File: src/rtl/muldiv_unit.sv
// muldiv_unit: iterative RV32M/RV64M multiply/divide unit for the execute stage.
// Multiplies by shift-add and divides by restoring division, one bit per cycle,
// on operand magnitudes; signs are fixed up on the final iteration edge.
// Divide-by-zero and signed overflow complete without iterating.
//
// Ports:
//   clk     - clock, all state changes on the rising edge
//   rst_n   - synchronous active-low reset
//   start   - operation request, honoured only in IDLE or DONE
//   flush   - synchronous abort, wins over start
//   funct3  - M-extension operation select (instr[14:12])
//   op_a    - rs1 (multiplicand / dividend)
//   op_b    - rs2 (multiplier / divisor)
//   busy    - high while iterating
//   done    - one-cycle pulse, result valid
//   result  - result, held until the next operation finishes
module muldiv_unit #(
  parameter int XLEN = 32
) (
  input  logic            clk,
  input  logic            rst_n,
  input  logic            start,
  input  logic            flush,
  input  logic [2:0]      funct3,
  input  logic [XLEN-1:0] op_a,
  input  logic [XLEN-1:0] op_b,
  output logic            busy,
  output logic            done,
  output logic [XLEN-1:0] result
);

  localparam int CW = $clog2(XLEN);
  localparam logic [XLEN-1:0] MIN_NEG = {1'b1, {(XLEN-1){1'b0}}};

  typedef enum logic [1:0] {
    S_IDLE = 2'd0,
    S_CALC = 2'd1,
    S_DONE = 2'd2
  } state_t;

  // Two's complement negate at operand width.
  function automatic logic [XLEN-1:0] neg_x(input logic [XLEN-1:0] v);
    return ~v + XLEN'(1);
  endfunction

  state_t            state_q, state_d;
  logic [CW-1:0]     cnt_q, cnt_d;
  logic [2:0]        op_q, op_d;
  // Multiply: {partial product high, multiplier shifting out}.
  // Divide: low half holds dividend bits shifting out / quotient shifting in.
  logic [2*XLEN-1:0] acc_q, acc_d;
  logic [XLEN-1:0]   dvs_q, dvs_d;      // multiplicand or divisor magnitude
  logic [XLEN-1:0]   rem_q, rem_d;      // partial remainder (always < divisor)
  logic              neg_q, neg_d;      // product / quotient is negative
  logic              neg_rem_q, neg_rem_d;
  logic              busy_q, busy_d;
  logic              done_q, done_d;
  logic [XLEN-1:0]   result_q, result_d;

  logic              a_sgn_s, b_sgn_s, a_neg_s, b_neg_s;
  logic [XLEN-1:0]   mag_a_s, mag_b_s, spec_res_s;
  logic              div_zero_s, ovf_s;
  logic [XLEN:0]     mul_sum_s, div_shift_s, div_diff_s;
  logic [2*XLEN-1:0] mul_acc_s, prod_s;
  logic              div_ge_s;
  logic [XLEN-1:0]   div_quo_s, div_rem_s, quo_s, rm_s;

  // Accept-time decode: signedness, magnitudes and special cases.
  always_comb begin
    case (funct3)
      3'b001, 3'b010, 3'b100, 3'b110: a_sgn_s = 1'b1;
      default:                        a_sgn_s = 1'b0;
    endcase
    case (funct3)
      3'b001, 3'b100, 3'b110: b_sgn_s = 1'b1;
      default:                b_sgn_s = 1'b0;
    endcase
    a_neg_s    = a_sgn_s & op_a[XLEN-1];
    b_neg_s    = b_sgn_s & op_b[XLEN-1];
    mag_a_s    = a_neg_s ? neg_x(op_a) : op_a;
    mag_b_s    = b_neg_s ? neg_x(op_b) : op_b;
    div_zero_s = funct3[2] & (op_b == {XLEN{1'b0}});
    ovf_s      = funct3[2] & ~funct3[0] & (op_a == MIN_NEG) & (op_b == {XLEN{1'b1}});
    if (div_zero_s) begin
      spec_res_s = funct3[1] ? op_a : {XLEN{1'b1}};
    end else begin
      spec_res_s = funct3[1] ? {XLEN{1'b0}} : op_a;
    end
  end

  // One iteration step of each datapath plus final sign fix-up.
  always_comb begin
    mul_sum_s   = {1'b0, acc_q[2*XLEN-1:XLEN]}
                + (acc_q[0] ? {1'b0, dvs_q} : {(XLEN+1){1'b0}});
    mul_acc_s   = {mul_sum_s, acc_q[XLEN-1:1]};
    div_shift_s = {rem_q, acc_q[XLEN-1]};
    div_diff_s  = div_shift_s - {1'b0, dvs_q};
    // No borrow out of the trial subtraction means divisor fits.
    div_ge_s    = ~div_diff_s[XLEN];
    div_rem_s   = div_ge_s ? div_diff_s[XLEN-1:0] : div_shift_s[XLEN-1:0];
    div_quo_s   = {acc_q[XLEN-2:0], div_ge_s};
    prod_s      = neg_q ? (~mul_acc_s + (2*XLEN)'(1)) : mul_acc_s;
    quo_s       = neg_q ? neg_x(div_quo_s) : div_quo_s;
    rm_s        = neg_rem_q ? neg_x(div_rem_s) : div_rem_s;
  end

  // Next-state, datapath load/step and registered output computation.
  always_comb begin
    state_d   = state_q;
    cnt_d     = cnt_q;
    op_d      = op_q;
    acc_d     = acc_q;
    dvs_d     = dvs_q;
    rem_d     = rem_q;
    neg_d     = neg_q;
    neg_rem_d = neg_rem_q;
    result_d  = result_q;
    if (flush) begin
      state_d = S_IDLE;
    end else begin
      case (state_q)
        S_IDLE, S_DONE: begin
          if (start) begin
            op_d = funct3;
            if (div_zero_s || ovf_s) begin
              state_d  = S_DONE;
              result_d = spec_res_s;
            end else begin
              state_d   = S_CALC;
              cnt_d     = CW'(XLEN-1);
              rem_d     = {XLEN{1'b0}};
              neg_d     = a_neg_s ^ b_neg_s;
              neg_rem_d = a_neg_s;
              if (funct3[2]) begin
                acc_d = {{XLEN{1'b0}}, mag_a_s};
                dvs_d = mag_b_s;
              end else begin
                acc_d = {{XLEN{1'b0}}, mag_b_s};
                dvs_d = mag_a_s;
              end
            end
          end else begin
            state_d = S_IDLE;
          end
        end
        S_CALC: begin
          if (op_q[2]) begin
            acc_d = {acc_q[2*XLEN-1:XLEN], div_quo_s};
            rem_d = div_rem_s;
          end else begin
            acc_d = mul_acc_s;
          end
          if (cnt_q != {CW{1'b0}}) begin
            cnt_d = cnt_q - CW'(1);
          end else begin
            state_d = S_DONE;
            case (op_q)
              3'b000:                 result_d = prod_s[XLEN-1:0];
              3'b001, 3'b010, 3'b011: result_d = prod_s[2*XLEN-1:XLEN];
              3'b100, 3'b101:         result_d = quo_s;
              3'b110, 3'b111:         result_d = rm_s;
              default:                result_d = {XLEN{1'b0}};
            endcase
          end
        end
        default: state_d = S_IDLE;
      endcase
    end
    busy_d = (state_d == S_CALC);
    done_d = (state_d == S_DONE);
  end

  // State and output registers with synchronous active-low reset.
  always_ff @(posedge clk) begin
    if (!rst_n) begin
      state_q   <= S_IDLE;
      cnt_q     <= {CW{1'b0}};
      op_q      <= 3'b000;
      acc_q     <= {(2*XLEN){1'b0}};
      dvs_q     <= {XLEN{1'b0}};
      rem_q     <= {XLEN{1'b0}};
      neg_q     <= 1'b0;
      neg_rem_q <= 1'b0;
      busy_q    <= 1'b0;
      done_q    <= 1'b0;
      result_q  <= {XLEN{1'b0}};
    end else begin
      state_q   <= state_d;
      cnt_q     <= cnt_d;
      op_q      <= op_d;
      acc_q     <= acc_d;
      dvs_q     <= dvs_d;
      rem_q     <= rem_d;
      neg_q     <= neg_d;
      neg_rem_q <= neg_rem_d;
      busy_q    <= busy_d;
      done_q    <= done_d;
      result_q  <= result_d;
    end
  end

  assign busy   = busy_q;
  assign done   = done_q;
  assign result = result_q;

endmodule

File: config.mk
export PLATFORM = sky130hd
export DESIGN_NAME = muldiv_unit
export DESIGN_NICKNAME = d
export VERILOG_FILES = /design/src/rtl/muldiv_unit.sv
export SDC_FILE = /design/constraint.sdc
export NUM_CORES = 1
export LEC_CHECK = 0
export BUFFER_PORTS_ARGS = -buffer_cell sky130_fd_sc_hd__buf_2
export CORE_MARGIN = 2
export CORE_UTILIZATION = 58
export CTS_BUF_LIST = sky130_fd_sc_hd__clkbuf_4
export CTS_CLUSTER_DIAMETER = 200
export DETAILED_ROUTE_END_ITERATION = 12
export GPL_TIMING_DRIVEN = 0
export MAX_ROUTING_LAYER = met4
export PLACE_DENSITY = 0.89
export SLEW_MARGIN = 20
export SYNTH_ARGS = -nofsm -noshare
export SYNTH_HDL_FRONTEND = slang
export SYNTH_SLANG_ARGS = --single-unit
File: constraint.sdc
create_clock -name clk -period 13 [get_ports clk]
set_clock_uncertainty 0.1 [all_clocks]
set_input_delay 2.6 -clock clk [delete_from_list [all_inputs] [get_ports clk]]
set_output_delay 2.6 -clock clk [all_outputs]
set_load 0.005 [all_outputs]
==> run metrics <==
cell mode on critical path=inv_1; Die Y=179 µm; CP Capture Type=flip-flop; Compound-Gate Fraction of Synth Area=26.9%; Nets=approximately 2800; switching share of total power=46.0%; commonest non-fill, non-tap cell in the layout=nor2_1; Setup TNS Final=0 ps; Yosys reg bits=roughly 170; # fillers=2742; Sw Pwr=718 µW; buffers added on ports=101; Reg2Reg Setup Slack=5060 ps; total CTS buffers=17; cell area power density=82.0 nW/µm²; Combinational Power Share=about two fifths; Post-CTS Setup Inserts=0; WHS Path Cells=2; R2R Path End=result[22]$_SDFFE_PN0P_; Syn Area/Cell=7.02 µm²; Lkg Pwr=0.00710 µW; adder-cell share of the synthesized area=6.72%; Final Slew Violations=0; DRT iter0 DRCs=between 3000 and 4000; initial cell density of the core=slightly below 60%; status=finished clean; Max IR drop VDD=61.6 µV; CP Cell Sequence=clkbuf_1, inv_1, ha_1, fa_1, and2b_1, o221ai_2, a21oi_1, o2111ai_1, and4b_1, nor2_2, inv_1, clkbuf_1, buf_1, buf_1, ha_1, inv_1, nand2_1, and2_1, xnor2_1, a2111oi_0, o21ai_0, a21oi_1, nor3_1; number of I/O pins=105; DR WL/cell=between 20 and 30 µm; Row Count=63; share of power burned in registers=36.3%; Pre-Repair DR Iteration Count=6; HPWL after detailed placement=between 60 and 70 mm; Max-Cap Viols=0; FF-to-FF Start=acc_q[31]$_SDFFE_PN0P_; startpoint type of the worst setup path=flip-flop; met2 Use GR=73.8%; top_reg_cell synth=dfxtp_1; M3 GR Usage=11.2%; EDFF count, synth=0; Seq/Total Area, Yosys=19.7%; P_int=842 µW; cell area after synthesis=about 18000 µm²; clock network fraction of total power=22.7%; Core ar.=29800 µm²; # hold bufs at CTS=0; gr usage total=51.4%; pin count of the biggest net entering global routing=21; first-pass GRT wire length=118 mm; type of the tightest min-delay check=reg -> reg; hold path endpoint=result[10]$_SDFFE_PN0P_; Clock Tree Buf Depth=2; final RePlAce weighted congestion=about 1.2; Final Util=63.8%; Tcrit/Tclk final=61.1%; fin crit period=7940 ps; overall power=1560 µW; Area growth syn-to-layout=7.55%; grt met1 use=62.0%; CP Class=reg -> reg; CP Max Fanout=10; vias in the first global route=between 15000 and 20000; Worst Tran Pin Value=1160 ps; Mapped Nets=2665; Worst Hold Launch=result[10]$_SDFFE_PN0P_; Placement Cell Area=18700 µm²; GRT busiest layer=met2; Synth async-reset ratio=0%; post_cts resized=0; CTS tree=done; Reg clk slew, reported paths=180 ps; CTS root buf=clkbuf_4; Clock Sinks=174; DRT antenna net count=0; combinational family with the most area after synthesis=compound AO/OA/AOI/OAI gates; fraction of layout cells with a size suffix above 1=7.16%; Worst path max stage delay=690 ps; Max-slew headroom=20.8%; R2R cell count=23; Die Wd=179 µm; Crit path required time=approximately 13000 ps; Worst path slowest cell=a2111oi_0; die area=31900 µm²; number of antenna violations at the first check in global routing=3; XOR/XNOR Fraction of Synth Area=10.6%; fmax=126 MHz; drc violations=0; final worst slack=5060 ps; Post-Place Setup Slack=5640 ps; Synth Warn #=0; setup violators final=0; # H-tree levels=4; drt total wl=81.8 mm; simple-gate share of the synthesized area=25.2%; global route total overflow=0; Cell variety after synth=a little under 100; Clock Latency Late Sink=between 600 and 700 ps; Post-Syn Instances=2521; Arr. time, crit path=~8400 ps; Vias/cell=7.06; final cell area excluding filler cells=19000 µm²; RSZ-0062 raised after global routing=false; final number of hold-violating endpoints=0; post-synthesis mux area share=5.07%; total vias in the final route=21500; most frequent cells in the layout=nor2_1 (313), nand2_1 (275), a21oi_1 (201), dfxtp_1 (174), clkbuf_1 (164)
-- power by group through the flow --
stage / combinational, µW / clock [µW] / sequential (µW)
2_1_floorplan: 391 / 0 / 571
3_3_place_gp: 591 / 0 / 574
3_5_place_dp: 599 / 0 / 575
4_1_cts: 603 / 344 / 564
5_1_grt: 664 / 363 / 567
6_report: 640 / 354 / 565
-- how the worst max path moves through the flow --
stage / startpoint / to / slack (ps) / cells past startpoint
3_3_place_gp: acc_q[31]$_SDFFE_PN0P_ / result[22]$_SDFFE_PN0P_ / 5640 / 23
4_1_cts: acc_q[31]$_SDFFE_PN0P_ / result[30]$_SDFFE_PN0P_ / 5560 / 25
2_1_floorplan: op_b[21] / rem_q[21]$_SDFFE_PN0P_ / 6970 / 12
6_report: acc_q[31]$_SDFFE_PN0P_ / result[22]$_SDFFE_PN0P_ / 5060 / 23
5_1_grt: acc_q[31]$_SDFFE_PN0P_ / result[30]$_SDFFE_PN0P_ / 5100 / 25
3_5_place_dp: acc_q[31]$_SDFFE_PN0P_ / result[30]$_SDFFE_PN0P_ / 5640 / 25
-- stage by stage --
step | hold slack [ps] | instances
detailed placement | 346 | 3012
global route | 389 | 3047
CTS | 367 | 3044
floorplan | 332 | 2521
finish | 370 | 3048
global placement | 343 | 3012
-- kinds of logic after synthesis --
logic type               count (synthesis)
AO/OA/AOI/OAI                          728
flip-flops                             174
AND/OR/NAND/NOR                        952
XOR/XNOR                               215
multiplexers                            89
adder cells (fa/ha/maj)                 99
buffers and inverters                  264
-- critical path, delay by kind of cell, from the launching register on --
family | cells | cell delay, ps
adders and majority gates | 3 | 1190
AOI/OAI and AO/OA | 6 | 2170
DFF | 1 | 340
and+or+nand+nor | 6 | 1750
xor gates and xnor gates | 1 | 150
buffers and inverters | 7 | 2090
-- sequential cells by signal, indices dropped and copies added, names as in the netlist, 2 cells and up --
name	count
acc_q	64
dvs_q	32
rem_q	32
result	32
cnt_q	5
op_q	3
state_q	2
-- metal layers --
layer,wire length (µm),vias to the layer above
met4,8020,0
li1,-,9396
met1,30100,9909
met3,10400,420
met2,33300,1795
met5,0,-
-- cell usage after synthesis (6+ instances only) --
master / instances / share of area (%)
o21bai_1: 6 / 0.25
a311oi_1: 10 / 0.50
a21oi_1: 201 / 5.7
xnor2_1: 134 / 6.6
o41ai_1: 8 / 0.40
o22ai_1: 6 / 0.21
or4_1: 20 / 0.85
inv_1: 72 / 1.5
a221oi_1: 27 / 1.3
clkbuf_1: 164 / 3.5
xor2_1: 81 / 4.0
a31oi_1: 26 / 0.92
nor3_1: 93 / 2.6
o21ai_0: 162 / 4.6
nor2_1: 313 / 6.6
ha_1: 71 / 5.0
a221o_1: 7 / 0.40
o211ai_1: 37 / 1.6
nand2_1: 275 / 5.8
mux2i_1: 84 / 4.8
a211oi_1: 39 / 1.7
nand2b_1: 13 / 0.46
or3_1: 35 / 1.2
and3_1: 18 / 0.64
o31ai_1: 31 / 1.3
o21a_1: 12 / 0.51
and2_1: 24 / 0.85
buf_1: 11 / 0.23
dfxtp_1: 174 / 20
nor2b_1: 8 / 0.28
a21o_1: 22 / 0.93
nand4_1: 26 / 0.92
or2_2: 10 / 0.35
a22oi_1: 41 / 1.7
buf_2: 11 / 0.31
o2111ai_1: 6 / 0.30
maj3_1: 26 / 1.5
o221ai_1: 23 / 1.1
o21ai_1: 8 / 0.23
nor4_1: 33 / 1.2
o211a_1: 6 / 0.34
nand3_1: 46 / 1.3
-- cell type report --
class | count | area [µm²] | area share, %
antenna | 4 | 10.0 | 0.0526
buffer | 188 | 734 | 3.86
clock buffer | 17 | 128 | 0.671
clock inverter | 15 | 193 | 1.01
inverter | 76 | 285 | 1.50
multi-input combinational | 2083 | 13200 | 69.4
sequential | 174 | 3480 | 18.3
tap | 390 | 488 | 2.57
timing repair buffer | 101 | 505 | 2.66
No activity file was read; power rests on OpenSTA's default activity.
